$ cat src/rtl/fetch_pkg.sv
// Shared types and constants for the IF stage and its IF/ID pipeline register.
package fetch_pkg;

  localparam int unsigned PC_WIDTH    = 16;
  localparam int unsigned INSTR_WIDTH = 16;
  localparam int unsigned OPCODE_MSB  = 15;
  localparam int unsigned OPCODE_LSB  = 11;
  localparam int unsigned FUNC_MSB    = 1;
  localparam int unsigned FUNC_LSB    = 0;
  localparam int unsigned OP_W        = OPCODE_MSB - OPCODE_LSB + 1;
  localparam int unsigned FUNC_W      = FUNC_MSB - FUNC_LSB + 1;

  // 0x0000 decodes as HALT, so bubbles must use this encoding
  localparam logic [INSTR_WIDTH-1:0] NOP_INSTR = 16'h0800;

  typedef enum logic [2:0] {
    ST_FETCH,
    ST_WAIT,
    ST_HOLD,
    ST_DROP,
    ST_HALTED
  } fetch_state_e;

  typedef struct packed {
    logic [INSTR_WIDTH-1:0] instr;
    logic [PC_WIDTH-1:0]    pc_plus2;
    logic                   valid;
  } ifid_t;

  function automatic logic [PC_WIDTH-1:0] pc_inc(input logic [PC_WIDTH-1:0] pc);
    return PC_WIDTH'(pc + PC_WIDTH'(2));
  endfunction

endpackage

$ cat src/rtl/fetch_if.sv
// Fetch-stage boundary: hazard/EX/ID controls, instruction memory bus and IF/ID outputs.
interface fetch_if;
  import fetch_pkg::*;

  logic                   stall;
  logic                   redirect_en;
  logic [PC_WIDTH-1:0]    redirect_pc;
  logic                   halt;
  logic                   imem_req;
  logic [PC_WIDTH-1:0]    imem_addr;
  logic                   imem_valid;
  logic [INSTR_WIDTH-1:0] imem_rdata;
  logic [INSTR_WIDTH-1:0] instr_out;
  logic [OP_W-1:0]        I_op;
  logic [FUNC_W-1:0]      func;
  logic [PC_WIDTH-1:0]    pc_plus2_out;
  logic                   valid_out;
  logic                   halted;

  modport master (
    input  stall, redirect_en, redirect_pc, halt, imem_valid, imem_rdata,
    output imem_req, imem_addr, instr_out, I_op, func, pc_plus2_out, valid_out, halted
  );

  modport slave (
    output stall, redirect_en, redirect_pc, halt, imem_valid, imem_rdata,
    input  imem_req, imem_addr, instr_out, I_op, func, pc_plus2_out, valid_out, halted
  );

endinterface

$ cat src/rtl/ifid_reg.sv
// IF/ID pipeline register: flush-to-NOP beats load; otherwise contents are held.
module ifid_reg
  import fetch_pkg::*;
(
  input  logic                   clk,
  input  logic                   rst_n,
  input  logic                   load_i,
  input  logic                   flush_i,
  input  logic [INSTR_WIDTH-1:0] instr_i,
  input  logic [PC_WIDTH-1:0]    pc_plus2_i,
  output ifid_t                  ifid_o
);

  ifid_t ifid_q;

  always_ff @(posedge clk or negedge rst_n) begin
    if (!rst_n) begin
      ifid_q <= '{instr: NOP_INSTR, pc_plus2: '0, valid: 1'b0};
    end else if (flush_i) begin
      ifid_q <= '{instr: NOP_INSTR, pc_plus2: '0, valid: 1'b0};
    end else if (load_i) begin
      ifid_q <= '{instr: instr_i, pc_plus2: pc_plus2_i, valid: 1'b1};
    end
  end

  assign ifid_o = ifid_q;

endmodule

$ cat src/rtl/fetch_stage.sv
// IF stage: owns the PC, keeps one fetch outstanding, and fills the IF/ID register.
module fetch_stage
  import fetch_pkg::*;
#(
  parameter logic [PC_WIDTH-1:0] RESET_PC = 16'h0000
) (
  input  logic      clk,
  input  logic      rst,
  fetch_if.master   bus
);

  fetch_state_e           state_q, state_d;
  logic [PC_WIDTH-1:0]    pc_q, pc_d;
  logic [INSTR_WIDTH-1:0] hold_q, hold_d;
  logic                   halted_q;
  logic                   req_c;
  logic                   halt_go;
  logic                   ifid_load;
  logic                   ifid_flush;
  logic [INSTR_WIDTH-1:0] ifid_instr;
  ifid_t                  ifid;

  always_ff @(posedge clk or negedge rst) begin
    if (!rst) begin
      state_q  <= ST_FETCH;
      pc_q     <= RESET_PC;
      hold_q   <= '0;
      halted_q <= 1'b0;
    end else begin
      state_q  <= state_d;
      pc_q     <= pc_d;
      hold_q   <= hold_d;
      halted_q <= (state_d == ST_HALTED);
    end
  end

  // Priority: redirect, then halt, then the per-state memory handshake
  always_comb begin
    state_d    = state_q;
    pc_d       = pc_q;
    hold_d     = hold_q;
    req_c      = 1'b0;
    ifid_load  = 1'b0;
    ifid_flush = 1'b0;
    ifid_instr = bus.imem_rdata;
    halt_go    = bus.halt & ifid.valid & ~bus.redirect_en;

    if (state_q != ST_HALTED) begin
      if (bus.redirect_en) begin
        pc_d       = bus.redirect_pc;
        ifid_flush = 1'b1;
        // a response still in flight must be swallowed before refetching
        state_d    = ((state_q == ST_WAIT || state_q == ST_DROP) && !bus.imem_valid)
                     ? ST_DROP : ST_FETCH;
      end else if (halt_go) begin
        state_d    = ST_HALTED;
        ifid_flush = ~bus.stall;
      end else begin
        case (state_q)
          ST_FETCH: begin
            req_c   = 1'b1;
            state_d = ST_WAIT;
          end
          ST_WAIT: begin
            if (bus.imem_valid) begin
              if (bus.stall) begin
                hold_d  = bus.imem_rdata;
                state_d = ST_HOLD;
              end else begin
                ifid_load = 1'b1;
                pc_d      = pc_inc(pc_q);
                state_d   = ST_FETCH;
              end
            end
          end
          ST_HOLD: begin
            if (!bus.stall) begin
              ifid_instr = hold_q;
              ifid_load  = 1'b1;
              pc_d       = pc_inc(pc_q);
              state_d    = ST_FETCH;
            end
          end
          ST_DROP: begin
            if (bus.imem_valid) state_d = ST_FETCH;
          end
          default: ;
        endcase
      end
    end
  end

  ifid_reg u_ifid (
    .clk       (clk),
    .rst_n     (rst),
    .load_i    (ifid_load),
    .flush_i   (ifid_flush),
    .instr_i   (ifid_instr),
    .pc_plus2_i(pc_inc(pc_q)),
    .ifid_o    (ifid)
  );

  // request is gated by reset so nothing is issued while rst is held low
  assign bus.imem_req     = req_c & rst;
  assign bus.imem_addr    = pc_q;
  assign bus.instr_out    = ifid.instr;
  assign bus.I_op         = ifid.instr[OPCODE_MSB:OPCODE_LSB];
  assign bus.func         = ifid.instr[FUNC_MSB:FUNC_LSB];
  assign bus.pc_plus2_out = ifid.pc_plus2;
  assign bus.valid_out    = ifid.valid;
  assign bus.halted       = halted_q;

endmodule

$ cat src/flat_wrapper.sv
// flat-port wrapper written by rule: the top's interface ports become plain ports
module fetch_stage_flat import fetch_pkg::*;
#(
  parameter logic [PC_WIDTH-1:0] RESET_PC = 16'h0000
)
  (clk, rst, bus_stall, bus_redirect_en, bus_redirect_pc, bus_halt, bus_imem_valid, bus_imem_rdata, bus_imem_req, bus_imem_addr, bus_instr_out, bus_I_op, bus_func, bus_pc_plus2_out, bus_valid_out, bus_halted);
  fetch_if bus_i ();
  input  logic clk;
  input  logic rst;
  input wire logic [$bits(bus_i.stall)-1:0] bus_stall;
  input wire logic [$bits(bus_i.redirect_en)-1:0] bus_redirect_en;
  input wire logic [$bits(bus_i.redirect_pc)-1:0] bus_redirect_pc;
  input wire logic [$bits(bus_i.halt)-1:0] bus_halt;
  input wire logic [$bits(bus_i.imem_valid)-1:0] bus_imem_valid;
  input wire logic [$bits(bus_i.imem_rdata)-1:0] bus_imem_rdata;
  output wire logic [$bits(bus_i.imem_req)-1:0] bus_imem_req;
  output wire logic [$bits(bus_i.imem_addr)-1:0] bus_imem_addr;
  output wire logic [$bits(bus_i.instr_out)-1:0] bus_instr_out;
  output wire logic [$bits(bus_i.I_op)-1:0] bus_I_op;
  output wire logic [$bits(bus_i.func)-1:0] bus_func;
  output wire logic [$bits(bus_i.pc_plus2_out)-1:0] bus_pc_plus2_out;
  output wire logic [$bits(bus_i.valid_out)-1:0] bus_valid_out;
  output wire logic [$bits(bus_i.halted)-1:0] bus_halted;
  assign bus_i.stall = bus_stall;
  assign bus_i.redirect_en = bus_redirect_en;
  assign bus_i.redirect_pc = bus_redirect_pc;
  assign bus_i.halt = bus_halt;
  assign bus_i.imem_valid = bus_imem_valid;
  assign bus_i.imem_rdata = bus_imem_rdata;
  assign bus_imem_req = bus_i.imem_req;
  assign bus_imem_addr = bus_i.imem_addr;
  assign bus_instr_out = bus_i.instr_out;
  assign bus_I_op = bus_i.I_op;
  assign bus_func = bus_i.func;
  assign bus_pc_plus2_out = bus_i.pc_plus2_out;
  assign bus_valid_out = bus_i.valid_out;
  assign bus_halted = bus_i.halted;
  fetch_stage #(.RESET_PC(RESET_PC)) u_core (.clk(clk), .rst(rst), .bus(bus_i));
endmodule
$ cat config.mk
export PLATFORM = sky130hd
export DESIGN_NAME = fetch_stage_flat
export DESIGN_NICKNAME = d
export VERILOG_FILES = /design/src/rtl/fetch_pkg.sv /design/src/rtl/fetch_if.sv /design/src/rtl/ifid_reg.sv /design/src/rtl/fetch_stage.sv /design/src/flat_wrapper.sv
export SDC_FILE = /design/constraint.sdc
export NUM_CORES = 1
export LEC_CHECK = 0
export CAP_MARGIN = 30
export CORE_UTILIZATION = 35
export CTS_CLUSTER_SIZE = 12
export DETAILED_ROUTE_END_ITERATION = 7
export SYNTH_ARGS = -nofsm -noshare
export SYNTH_HDL_FRONTEND = slang
export SYNTH_SLANG_ARGS = --single-unit
$ cat constraint.sdc
create_clock -name clk -period 1.91 [get_ports clk]
set_input_delay 0.2865 -clock clk [delete_from_list [all_inputs] [get_ports clk]]
set_output_delay 0.2865 -clock clk [all_outputs]
set_load 0.02 [all_outputs]
# Word-level counts from Yosys, hierarchy flattened
# Cells that the tools add are included.
# op_classes
add_sub_neg	1
eq_ne	7
muxes	34
bitwise	6
reduce_logical	8
# op_table
op	count
2-to-1 mux 16 bit	9
2-to-1 mux 33 bit	2
case mux 16 bit (2 select lines)	1
2-to-1 mux 3 bit	6
adder 16 x 2 -> 16 bit, second input constant	1
2-to-1 mux 1 bit	12
case mux 3 bit (4 select lines)	1
== test 3 x 2 -> 1 bit, second input constant	2
inequality test 3 bit, second input constant	2
AND reduction 5 bit	1
2-to-1 mux 2 bit	2
AND reduction 4 bit	1
bitwise AND 1 bit	3
== test 3 x 1 -> 1 bit, second input constant	1
== test 3 bit, second input constant	1
logical NOT 3 bit	1
inverter 1 bit	3
nonzero test 3 bit	1
inequality test 2 bit, second input constant	1
case mux 1 bit (2 select lines)	1
nonzero test 2 bit	1
logical AND 1 bit	1
logical NOT 1 bit	1
logical OR 1 bit	1
# word_totals
ff_bits	69
input_bits	38
output_inout_bits	58
word_cells	63

# Depth between registers and ports, before layout
# depth
depth_word	8
mapped_depth	9
mapped_depth_nobuf	6

# Modules after synthesis
# A second synthesis with hierarchy kept.
# unflattened
hier_cells	336
area_unflattened_um2	3698.5
# modules_own_cells
mod	n_inst	cells_each	area_each_um2	seq_area_each_um2
fetch_stage	1	229	2332.2	900.9
ifid_reg	1	107	1366.3	827.0

# Worst setup path after synthesis
# Ideal clock, no wire load.
# synth_path
kind	flip-flop to flip-flop
start	reg u_core.state_q[1]
end	reg u_core.pc_q[11] (netlist: u_core.bus.imem_addr[11])
t_arrival_ps	1783
required_ps	1777
slack_ps	-6
stages_incl_launch_ff	10
path_buffers	4
synth_period_minus_slack_ps	1916
cell_sequence	dfrtp_1 > buf_6 > or3b_4 > and2_4 > buf_6 > or2_1 > buf_6 > buf_6 > nand4b_2 > o211ai_2
# synth_between
elab_chain_cells	4
# synth_lines
item	line_no	text
start, declared	fetch_stage.sv:12	fetch_state_e state_q, state_d;
start signal, assigned	fetch_stage.sv:30	state_q <= state_d;
== test 3 x 2 -> 1 bit / == test 3 x 1 -> 1 bit (equally long branches)	fetch_stage.sv:59	case (state_q)
case mux 16 bit (2 select lines)	fetch_stage.sv:59	
2-to-1 mux 16 bit	fetch_stage.sv:55	end else if (halt_go) begin
2-to-1 mux 16 bit	fetch_stage.sv:49	if (bus.redirect_en) begin
end signal, assigned	fetch_stage.sv:31	pc_q <= pc_d;
end, declared	fetch_stage.sv:13	logic [PC_WIDTH-1:0] pc_q, pc_d;
# Several ways; a longest one is shown, not always the timed one. The select of a mux whose other input is x is not followed.
# A chain may end at the register's enable or synchronous reset.

# Final worst setup path
# layout_path
start	reg u_core.state_q[0]
end	reg u_core.pc_q[12] (netlist: u_core.bus.imem_addr[12])
# Same word-level chain as after synthesis.

==> flow_metrics.py <==
metrics = {
    "routing": {
        "initialDrtViolationCount": 131,
        "wl_per_cell_um": 16.7,
        "ant_nets": 0,
        "wl_um": 9360,
        "first_pass_iters": 4,
        "route.detailed.drc": 0,
        "via_count": 2924,
        "viasPerCell": 5.21,
    },
    "sta": {
        "slew_violations": 0,
        "fmax_ghz": 0.554,
        "finalCriticalPeriod_ns": 1.81,
        "rsz0062_at_grt": "no",
        "tightest_slew_ns": 0.386,
        "fin_crit_sh_pct": 94.5,
        "slew_headroom_pct": 74.2,
        "setup_viol": 0,
        "hold_viol": 0,
        "setup_tns_ns": 0,
        "timing.hold.ws_ns": 0.0322,
        "fin_worst_skew_ns": 0.00679,
    },
    "synth": {
        "seq_area_frac_synth_pct": 50.1,
        "yosysTopAreaCellShare_pct": 49.4,
        "ys_types": 52,
        "async_flop_share_pct": 100,
        "yosys-top-cells-area": "dfrtp_1 49%, o2bb2ai_1 5.3%, mux2_2 5.2%, mux2i_1 4.9%, a22o_1 3.0%",
        "syn_inst": 313,
        "avgSynthCellArea_sq_um": 11.0,
        "synth-seq-cells": 69,
        "yosys.area.top_type": "dfrtp_1",
        "yosys_warnings": 0,
        "synth_edf_count": 0,
        "synthFlopType": "dfrtp_1",
        "synth_fp_nets": 352,
        "syn_area_sq_um": 3450,
    },
    "clocking": {
        "cts_buffer_depth": 2,
        "cts_tree": "yes",
        "cts_setup_buffers": 0,
        "cts_resized": 1,
        "htree_levels": 3,
        "path_clk_slew_ns": 0.08,
        "cts_root_buf": "clkbuf_8",
        "cts_buffers": 9,
        "cts_sinks": 69,
        "holdBufCountCts": 0,
        "clk_latency_ns": 0.34,
    },
    "placed_design": {
        "gpl.final_weighted_congestion": 0.799,
        "placed_area_sq_um": 4750,
        "port-buffer-count": 95,
        "dp_hpwl_um": 6600,
    },
    "critical_path": {
        "cp_max_fo": 17,
        "cp_cell_sequence": "or3b_4 -> and2_4 -> or2_1 -> buf_12 -> o22a_1 -> o21a_1",
        "arrival_ns": 2.03,
        "required_ns": 2.14,
        "slowest_delay_ns": 0.42,
        "startpoint_type": "flop",
        "worst_setup_path_end_kind": "flop",
        "critPathKind": "reg -> reg",
        "cpMaxStageDelayCell": "or3b_4",
    },
    "die": {
        "die-area_sq_um": 10200,
        "placementRows": 35,
        "die_x_um": 101,
        "fp.coreArea_sq_um": 9370,
        "start_util_pct": 36.8,
        "fp.dieH_um": 101,
        "ios": 96,
    },
    "cells_and_area": {
        "diodes": 0,
        "area_delta_synth_final_pct": 44.2,
        "final_common_cell": "clkdlybuf4s50_1",
        "fill_cells": 902,
        "nets": 467,
        "stdcell_area_sq_um": 4970,
        "drive_above_1_share_pct": 19.4,
        "utilization_pct": 53.0,
        "final_cell_mix": "93 x clkdlybuf4s50_1, 68 x dfrtp_1, 31 x buf_4",
    },
    "power_and_ir_drop": {
        "finalPower_mw": 6.64,
        "p_leak_nw": 2.25,
        "peakVddDrop_mv": 0.595,
        "p_per_area_nw_per_um2": 1340,
    },
    "grt": {
        "grt_max_degree": 70,
        "antenna_found_initial": 0,
        "grt_pass1_wl_um": 15100,
        "grtUsageTotal_pct": 19.4,
        "grt_pass1_vias": 2931,
        "grt_overflow": 0,
    },
    "min_path": {
        "hold_path_class": "in -> async",
    },
    "flow_run": {
        "cap_violations": 0,
    },
    "run_status": {
        "outcome": "finished, final reports clean",
    },
}
cell usage after synthesis (all sizes together), types with 2 or more instances:
| library cell | number |
|---|---|
| a21o | 4 |
| a21oi | 12 |
| a22o | 12 |
| a22oi | 4 |
| a31oi | 2 |
| and2 | 2 |
| and3 | 5 |
| and4 | 2 |
| buf | 19 |
| clkbuf | 10 |
| dfrtp | 68 |
| inv | 3 |
| mux2 | 16 |
| mux2i | 17 |
| nand2 | 15 |
| nand2b | 2 |
| nand3 | 11 |
| nand4 | 3 |
| nor2 | 27 |
| nor3 | 5 |
| nor4 | 2 |
| o211ai | 2 |
| o21a | 2 |
| o21ai | 15 |
| o2bb2ai | 21 |
| o32ai | 4 |
| xnor2 | 6 |
| xor2 | 6 |
where the power goes:
part	internal [mW]	switching, mW
Clock	0.728	0.566
Sequential	1.96	0.373
Combinational	1.51	1.50
Total	4.21	2.44
worst max-delay path, delay by kind of cell, from the launching register on:
family / cells / cell delay, ns
compound gates: 2 / 0.27
buf+inv: 1 / 0.16
flops: 1 / 0.39
simple gates: 3 / 0.87
cell families after synthesis:
| logic type | Yosys count | share of synthesized area (%) |
|---|---|---|
| AOI/OAI and AO/OA | 85 | 18.9 |
| adders and majority gates | 1 | 0.363 |
| DFF | 69 | 50.1 |
| xor gates and xnor gates | 12 | 3.05 |
| muxes | 33 | 10.2 |
| and+or+nand+nor | 81 | 12.1 |
| buffers and inverters | 32 | 5.34 |
routing by layer:
metal | global-route usage (%) | wire, um
met5 | 0 | 0
met4 | 7.58 | 129
met3 | 2.69 | 352
met2 | 30.5 | 4510
met1 | 27.0 | 4360
stage by stage:
stage,std cells,setup WS [ns]
2_1_floorplan,313,0.0117
3_3_place_gp,546,-0.179
3_5_place_dp,546,-0.197
4_1_cts,561,0.0832
5_1_grt,561,0.00803
6_report,561,0.104
sequential cells by signal (all words and copies together), names as in the netlist:
register / flops
u_core.u_ifid.ifid_o: 33
u_core.hold_q: 16
u_core.state_q: 3
u_core.bus.halted: 1
u_core.bus.imem_addr: 16
final timing paths:
path	start	end	slack, ns	cells after the start
max	u_core.state_q[0]	u_core.bus.imem_addr[12]	0.10	6
max reg2reg	u_core.state_q[0]	u_core.bus.imem_addr[12]	0.10	6
max in group asynchronous	rst	u_core.u_ifid.ifid_o[28]	1.52	2
min reg2reg	u_core.u_ifid.ifid_o[20]	u_core.u_ifid.ifid_o[20]	0.49	1
min	rst	u_core.u_ifid.ifid_o[6]	0.03	2
min in group clk	bus_redirect_pc[0]	u_core.bus.imem_addr[0]	0.49	3
final cells by class:
type / instances / area, sq um / area share [%]
clock buffer: 9 / 124 / 2.49
clock inverter: 6 / 88.8 / 1.79
inverter: 3 / 11.3 / 0.227
multi-input combinational: 212 / 1540 / 31.0
sequential: 69 / 1730 / 34.8
tap: 129 / 161 / 3.25
timing repair buffer: 133 / 1320 / 26.5
No activity file was read; power rests on OpenSTA's default activity.
